## src/rtl/cla_pipe_adder.sv

```systemverilog
// Two-stage carry-lookahead adder/subtractor: stage 1 forms bit and group propagate/generate,
// stage 2 resolves group and bit carries and registers the result; elastic valid/ready, 2-beat capacity.
module cla_pipe_adder #(
    parameter int WIDTH = 16
) (
    input  logic             clk,
    input  logic             rst_n,
    input  logic             in_valid,
    output logic             in_ready,
    input  logic [WIDTH-1:0] a,
    input  logic [WIDTH-1:0] b,
    input  logic             cin,
    input  logic             sub,
    output logic             out_valid,
    input  logic             out_ready,
    output logic [WIDTH-1:0] sum,
    output logic             cout,
    output logic             ovf
);
    localparam int NG = WIDTH / 4;

    logic                 s1_valid_q;
    logic [WIDTH-1:0]     p_q, p_d;
    logic [NG-1:0][2:0]   g_q, g_d;
    logic [NG-1:0]        gp_q, gp_d;
    logic [NG-1:0]        gg_q, gg_d;
    logic                 c0_q, c0_d;

    logic                 out_valid_q;
    logic [WIDTH-1:0]     sum_q, sum_d;
    logic                 cout_q, cout_d;
    logic                 ovf_q, ovf_d;

    logic                 s1_adv, s2_adv;
    logic [WIDTH-1:0]     bb;
    logic [3:0]           g4, p4;
    logic [NG:0]          cg;
    logic [WIDTH-1:0]     c;
    logic                 acc, prod;

    assign s2_adv   = !out_valid_q || out_ready;
    assign s1_adv   = !s1_valid_q || s2_adv;
    assign in_ready = s1_adv;

    always_comb begin
        bb   = sub ? ~b : b;
        c0_d = sub | cin;
        p_d  = a ^ bb;
        g4   = '0;
        p4   = '0;
        g_d  = '0;
        gp_d = '0;
        gg_d = '0;
        for (int k = 0; k < NG; k++) begin
            g4      = a[4*k +: 4] & bb[4*k +: 4];
            p4      = p_d[4*k +: 4];
            g_d[k]  = g4[2:0];
            gp_d[k] = &p4;
            gg_d[k] = g4[3] | (p4[3] & g4[2]) | (p4[3] & p4[2] & g4[1])
                    | (p4[3] & p4[2] & p4[1] & g4[0]);
        end
    end

    // Each carry is an independent sum of products; the loops unroll into flat lookahead terms.
    always_comb begin
        cg    = '0;
        c     = '0;
        acc   = 1'b0;
        prod  = 1'b0;
        cg[0] = c0_q;
        for (int k = 0; k < NG; k++) begin
            acc  = gg_q[k];
            prod = gp_q[k];
            for (int j = k - 1; j >= 0; j--) begin
                acc  = acc | (prod & gg_q[j]);
                prod = prod & gp_q[j];
            end
            cg[k+1] = acc | (prod & c0_q);
        end
        for (int k = 0; k < NG; k++) begin
            c[4*k] = cg[k];
            for (int i = 1; i < 4; i++) begin
                acc  = g_q[k][i-1];
                prod = p_q[4*k+i-1];
                for (int j = i - 2; j >= 0; j--) begin
                    acc  = acc | (prod & g_q[k][j]);
                    prod = prod & p_q[4*k+j];
                end
                c[4*k+i] = acc | (prod & cg[k]);
            end
        end
        sum_d  = p_q ^ c;
        cout_d = cg[NG];
        ovf_d  = c[WIDTH-1] ^ cg[NG];
    end

    always_ff @(posedge clk or negedge rst_n) begin
        if (!rst_n) begin
            s1_valid_q <= 1'b0;
            p_q        <= '0;
            g_q        <= '0;
            gp_q       <= '0;
            gg_q       <= '0;
            c0_q       <= 1'b0;
        end else if (s1_adv) begin
            s1_valid_q <= in_valid;
            if (in_valid) begin
                p_q  <= p_d;
                g_q  <= g_d;
                gp_q <= gp_d;
                gg_q <= gg_d;
                c0_q <= c0_d;
            end
        end
    end

    // Result fields only load with a real beat so they hold their last value while idle.
    always_ff @(posedge clk or negedge rst_n) begin
        if (!rst_n) begin
            out_valid_q <= 1'b0;
            sum_q       <= '0;
            cout_q      <= 1'b0;
            ovf_q       <= 1'b0;
        end else if (s2_adv) begin
            out_valid_q <= s1_valid_q;
            if (s1_valid_q) begin
                sum_q  <= sum_d;
                cout_q <= cout_d;
                ovf_q  <= ovf_d;
            end
        end
    end

    assign out_valid = out_valid_q;
    assign sum       = sum_q;
    assign cout      = cout_q;
    assign ovf       = ovf_q;

endmodule

```

## config.mk

```make
export PLATFORM = sky130hd
export DESIGN_NAME = cla_pipe_adder
export DESIGN_NICKNAME = d
export VERILOG_FILES = /design/src/rtl/cla_pipe_adder.sv
export SDC_FILE = /design/constraint.sdc
export NUM_CORES = 1
export LEC_CHECK = 0
export CORE_MARGIN = 5
export CORE_UTILIZATION = 45
export CTS_CLUSTER_DIAMETER = 40
export DETAILED_ROUTE_END_ITERATION = 12
export DONT_BUFFER_PORTS = 1
export GPL_TIMING_DRIVEN = 0
export SYNTH_ARGS = -nofsm -noshare
export SYNTH_HDL_FRONTEND = slang
export SYNTH_SLANG_ARGS = --single-unit
```

## constraint.sdc

```tcl
create_clock -name clk -period 1.8 [get_ports clk]
set_clock_uncertainty 0.2 [all_clocks]
set_input_delay 0.36 -clock clk [delete_from_list [all_inputs] [get_ports clk]]
set_output_delay 0.36 -clock clk [all_outputs]
set_load 0.02 [all_outputs]
```

==> flow_summary.json, run 1 <==
{
  "antenna_left": 0,
  "rsz0062_at_grt": "true",
  "cts_sinks": 57,
  "hold_viol": 57,
  "power_leakage_uw": 0.00162,
  "synth-edff-count": 0,
  "cp_data_required_time_ns": 1.81,
  "cts_hold_buffers": 1,
  "nets": 328,
  "cts_tree": "yes",
  "whs_ns": -0.475,
  "detailroute.via_count": 1847,
  "gr-total-overflow": 0,
  "fin_util_pct": 53.2,
  "drive_gt1_share_pct": 28.0,
  "die_h_um": 90.7,
  "start_util_pct": 46.1,
  "synth.most_common_cell": "dfrtp_1",
  "syn_area_per_cell_um2": 11.8,
  "tightest_slew_ns": 0.389,
  "relSlewSlack_pct": 74.0,
  "synth-seq-cells": 57,
  "pwr_density_cell_nw_per_um2": 1230,
  "drv_cap": 0,
  "hp-class": "in2async",
  "grt_max_degree": 58,
  "grt_usage_pct": 15.7,
  "htree_levels": 3,
  "path_clk_slew_ns": 0.07,
  "area_growth_pct": 15.4,
  "num_rows": 29,
  "ios": 58,
  "critPathLaunchType": "flip-flop",
  "num_antenna_cells": 0,
  "synthMuxAreaShare_pct": 12.3,
  "dr.first_iter.drc_count": 55,
  "yosys.area.top_type": "dfrtp_1",
  "synth_top_family_by_area": "compound AO/OA/AOI/OAI gates",
  "synth_fa_ha_area_share_pct": 8.55,
  "hpwl_um": 4320,
  "synth_top_area_share_pct": 48.7,
  "fin_crit_sh_pct": 102,
  "async_reset_ff_share_pct": 100,
  "routed_wirelength_um": 6060,
  "worstPathArrival_ns": 1.84,
  "fin_crit_ns": 1.83,
  "worstSetupPathType": "reg2reg",
  "synthFlopType": "dfrtp_1",
  "synth-simple-area-share_pct": 6.41,
  "r2r_slack_ns": -0.03,
  "detailedRoute.firstPassIterationCount": 4,
  "cts_root_buf": "clkbuf_8",
  "layout.cells.non_filler": 352,
  "ys_seq_area_share_pct": 48.7,
  "violations": "hold timing, setup timing",
  "die_area_um2": 8220,
  "synth.distinct_cells": 30,
  "yosys-top-cells-area": "dfrtp_1 49%, mux2_2 12%, ha_1 8.5%, xor2_1 7.8%, o21ai_0 3.8%",
  "netlist_area_um2": 2930,
  "die_w_um": 90.7,
  "antenna_found_initial": 0,
  "yosysWarnings": 0,
  "viasPerCell": 5.25,
  "synthTopCellsByCount": "57 x dfrtp_1, 32 x mux2_2, 28 x nand2_1",
  "grt_pass1_wl_um": 10100,
  "path_max_fanout": 10,
  "outcome": "finished, violations left",
  "coreArea_um2": 6350,
  "synthCells": 249,
  "io_buffers": 0,
  "finalSetupViolCount": 23,
  "synth-compound-area-share_pct": 13.0,
  "clock_latency_ns": 0.32,
  "numPlacedInstances": 326,
  "max_freq_mhz": 547,
  "post-route-drc-count": 0,
  "fin_ws_ns": -0.0289,
  "cts_buffers": 9,
  "gp_congestion": 0.783,
  "syn_nets": 307,
  "maxSlewViolCount": 0,
  "vdd_ir_drop_max_mv": 0.652,
  "synth-xor-area-share_pct": 8.68,
  "avgRoutedWirePerCell_um": 17.2,
  "end_kind": "flip-flop",
  "cts_buffer_depth": 2,
  "grt_pass1_vias": 1957
}
-- final timing paths --
path,start,to,depth (start not counted)
hold reg to reg,gp_q[3],gp_q[3],2
max in group asynchronous,rst_n,c0_q,0
setup reg to reg,out_valid,p_q[3],4
hold / removal,rst_n,sum[6],0
min in group clk,cin,c0_q,2
setup / recovery,out_valid,p_q[3],4
-- placed cells by master, fill, tap and decap left out, types with 2 or more instances in the layout --
cell type,instances
a21o_1,11
a21oi_1,8
a21oi_2,3
buf_12,2
buf_4,8
buf_6,3
buf_8,2
clkbuf_1,2
clkbuf_2,2
clkbuf_8,11
clkinv_2,3
dfrtp_1,55
dfrtp_2,2
ha_1,20
mux2_2,20
mux2_4,12
nand2_1,28
nand2b_1,4
nand4_1,4
nor2_1,5
o21ai_0,19
o21ai_1,7
xnor2_1,3
xor2_1,26
-- sequential cells by signal (all words and copies together), names as in the netlist --
signal / flops
c0_q: 1
cout: 1
g_q: 12
gg_q: 4
gp_q: 4
out_valid: 1
ovf: 1
p_q: 16
s1_valid_q: 1
sum: 16
-- report_power, final --
part	switching, uW	total (uW)	internal (uW)
clock	495	1060	569
combinational	426	967	541
sequential	507	2130	1630
-- area by class of cell --
| class | instances | area (um2) |
|---|---|---|
| Tap cell | 77 | 96.3 |
| Fill cell | 575 | 2970 |
| Inverter | 2 | 7.51 |
| Sequential cell | 57 | 1430 |
| Clock buffer | 13 | 159 |
| Clock inverter | 3 | 15.0 |
| Timing Repair Buffer | 10 | 81.3 |
| Multi-Input combinational cell | 181 | 1480 |
| Buffer | 9 | 108 |
-- worst max-delay path, stage by stage (launching register included) --
cell      delay, ns
dfrtp_2        0.44
nand3b_1       0.32
nand2_4        0.25
buf_8          0.16
mux2_2         0.33
-- routing by layer --
metal	up-vias	wire [um]	global-route usage, %
li1	919	-	-
met1	877	2920	21.0
met2	43	2830	24.0
met3	8	201	3.83
met4	0	106	7.07
met5	-	0	0
-- through the flow --
stage          hold slack (ns)  TNS [ns]  area (um2)  worst slack, ns  total power, uW
2_1_floorplan           -0.136    -0.148        2960          -0.0742             2810
3_3_place_gp            -0.133     -4.10        3050           -0.202             3020
3_5_place_dp            -0.134     -4.45        3050           -0.210             3050
4_1_cts                 -0.496    -0.391        3290          -0.0293             4150
5_1_grt                 -0.508     -2.47        3380           -0.109             4450
6_report                -0.475    -0.304        3380          -0.0289             4160
-- cell families (layout without fill, tap and decap cells) --
logic type | Yosys count | after routing
AND/OR/NAND/NOR | 43 | 43
flip-flops | 57 | 57
XOR/XNOR | 29 | 29
adder cells (fa/ha/maj) | 20 | 20
multiplexers | 32 | 32
buffers and inverters | 11 | 37
AO/OA/AOI/OAI | 57 | 57
-- what timing repair did --
item,in CTS,in global routing
pin swaps,3,4
endpoints found under the hold margin,58,57
buffers inserted,6,3
endpoints found under the setup margin,39,41
gates resized for setup,3,23
Power figures use the tool's default switching activity.
==> run 2: changes to the inputs <==
--- a/config.mk
+++ b/config.mk
@@ -5,7 +5,7 @@
 export SDC_FILE = /design/constraint.sdc
 export NUM_CORES = 1
 export LEC_CHECK = 0
-export CORE_MARGIN = 5
+export CORE_MARGIN = 2
 export CORE_UTILIZATION = 45
 export CTS_CLUSTER_DIAMETER = 40
 export DETAILED_ROUTE_END_ITERATION = 12
==> run 2 against run 1 <==
  * Critical path type unchanged
  * Cell count decreased by 0.57%
  * Routed wire length down 4.4%
  * Non-clock buffer count is 2 lower
  * The run still ends with hold timing, setup timing left
==> flow_summary.json, run 2 (synthesis gave the netlist of run 1 again) <==
{
  "ios": 58,
  "num_rows": 29,
  "drive_gt1_share_pct": 26.7,
  "cts_sinks": 57,
  "power_leakage_uw": 0.00156,
  "critical_path.max_stage_delay_ns": 0.44,
  "setup-tns-final_ns": -0.277,
  "clock_latency_ns": 0.35,
  "violations": "hold timing, setup timing",
  "vdd_ir_drop_max_mv": 0.620,
  "cts_hold_buffers": 2,
  "outcome": "finished, violations left",
  "tightest_slew_ns": 0.551,
  "max_freq_mhz": 550,
  "fin_crit_ns": 1.82,
  "end_kind": "flip-flop",
  "antenna_left": 0,
  "final_common_cell": "dfrtp_1",
  "hpwl_um": 4150,
  "routed_wirelength_um": 5790,
  "grt_max_degree": 58,
  "use_met2_pct": 26.7,
  "nets": 326,
  "drv_cap": 0,
  "worstPathCellList": "nand3b_1 > nand2_4 > buf_6 > mux2_2",
  "cts_buffer_depth": 2,
  "fill_cells": 573,
  "grt_usage_pct": 17.9,
  "top_usage_layer": "met2",
  "grt_util_met1_pct": 23.7,
  "cp_data_required_time_ns": 1.83,
  "cts_root_buf": "clkbuf_8",
  "die_area_um2": 7170,
  "pwr_density_cell_nw_per_um2": 1270,
  "fin_crit_sh_pct": 101,
  "maxSlewViolCount": 0,
  "worstSetupPathType": "reg2reg",
  "finalSetupViolCount": 24,
  "gr-total-overflow": 0,
  "path_clk_slew_ns": 0.07,
  "final_cell_mix": "55 x dfrtp_1, 31 x mux2_2, 28 x nand2_1",
  "cts_buffers": 9,
  "gp_congestion": 0.762,
  "crit_path_top_delay_cell": "dfrtp_2",
  "antenna_found_initial": 0,
  "cts_tree": "yes",
  "coreArea_um2": 6310,
  "viasPerCell": 5.35,
  "grt_pass1_wl_um": 9600,
  "whs_ns": -0.498,
  "dr.first_iter.drc_count": 58,
  "post-route-drc-count": 0,
  "worstPathArrival_ns": 1.85,
  "grt_pass1_vias": 1932,
  "relSlewSlack_pct": 63.3,
  "path_max_fanout": 10,
  "detailedRoute.firstPassIterationCount": 4,
  "area_growth_pct": 13.7,
  "io_buffers": 0,
  "start_util_pct": 46.4,
  "avgRoutedWirePerCell_um": 16.6,
  "critPathLaunchType": "flip-flop",
  "hp-class": "in2async",
  "num_antenna_cells": 0,
  "hold_viol": 57,
  "htree_levels": 3,
  "rsz0062_at_grt": "true",
  "die_h_um": 84.7,
  "die_w_um": 84.7,
  "detailroute.via_count": 1871,
  "use_met3_pct": 4.42,
  "power_uw": 4210,
  "fin_ws_ns": -0.0197
}
[run 2: changes by cell type in the layout (fill, tap and decap cells not counted), moves of 2 or more]
| cell | before | now |
|---|---|---|
| mux2_4 | 12 | 1 |
| mux2_2 | 20 | 31 |
| nor2_2 | 0 | 2 |
| buf_4 | 8 | 6 |
| clkbuf_2 | 2 | 0 |
| nor2_1 | 5 | 3 |
| clkbuf_1 | 2 | 5 |
[run 2: area by class of cell]
class / count / area, um2 / area share [%]
clock buffers: 13 / 149 / 4.47
well taps: 77 / 96.3 / 2.89
inverters: 2 / 7.51 / 0.225
multi-input cells: 181 / 1450 / 43.4
clock inverters: 3 / 40.0 / 1.20
flip-flops and latches: 57 / 1430 / 42.9
plain buffers: 9 / 96.3 / 2.89
repair buffers: 8 / 65.1 / 1.95
[run 2: final timing paths]
check	start	slack, ns	endpoint	depth (start not counted)
min in group clk	cin	0	c0_q	2
worst min register to register	gp_q[3]	0.28	gp_q[3]	2
worst max register to register	out_valid	-0.02	g_q[1]	4
max in group asynchronous	rst_n	1.78	p_q[11]	0
worst min-delay path	rst_n	-0.50	sum[5]	0
worst max-delay path	out_valid	-0.02	g_q[1]	4
[run 2: repair_timing]
item	in CTS	in global routing
buffers inserted	4	2
pin swaps	3	4
setup endpoints to repair	32	39
gates resized for setup	3	6
hold endpoints to repair	59	57
[run 2: worst max-delay path, delay by kind of cell, from the launching register on]
kind | cells | cell delay (ns)
simple gates | 2 | 0.56
mux | 1 | 0.34
flops | 1 | 0.44
buf+inv | 1 | 0.17
[run 2: power breakdown]
group | total [uW] | switching (uW) | internal, uW
combinational | 916 | 417 | 499
sequential | 2130 | 500 | 1630
clock | 1170 | 497 | 673
[run 2: routing by layer]
layer / routed length (um) / part of all wire, % / vias to the layer above
met2: 2680 / 46 / 53
met4: 137 / 2.4 / 0
li1: - / - / 914
met5: 0 / 0 / -
met3: 241 / 4.2 / 12
met1: 2740 / 47 / 892
[run 2: through the flow]
step	hold slack (ns)	utilization (%)	instances	area, um2	setup slack (ns)
final	-0.498	52.7	350	3330	-0.0197
after detailed placement	-0.134	48.4	326	3050	-0.223
after floorplan	-0.136	-	249	2960	-0.0742
after CTS	-0.507	52.3	348	3300	0.00114
after global placement	-0.134	48.4	326	3050	-0.202
after global routing	-0.510	52.7	350	3330	-0.0856
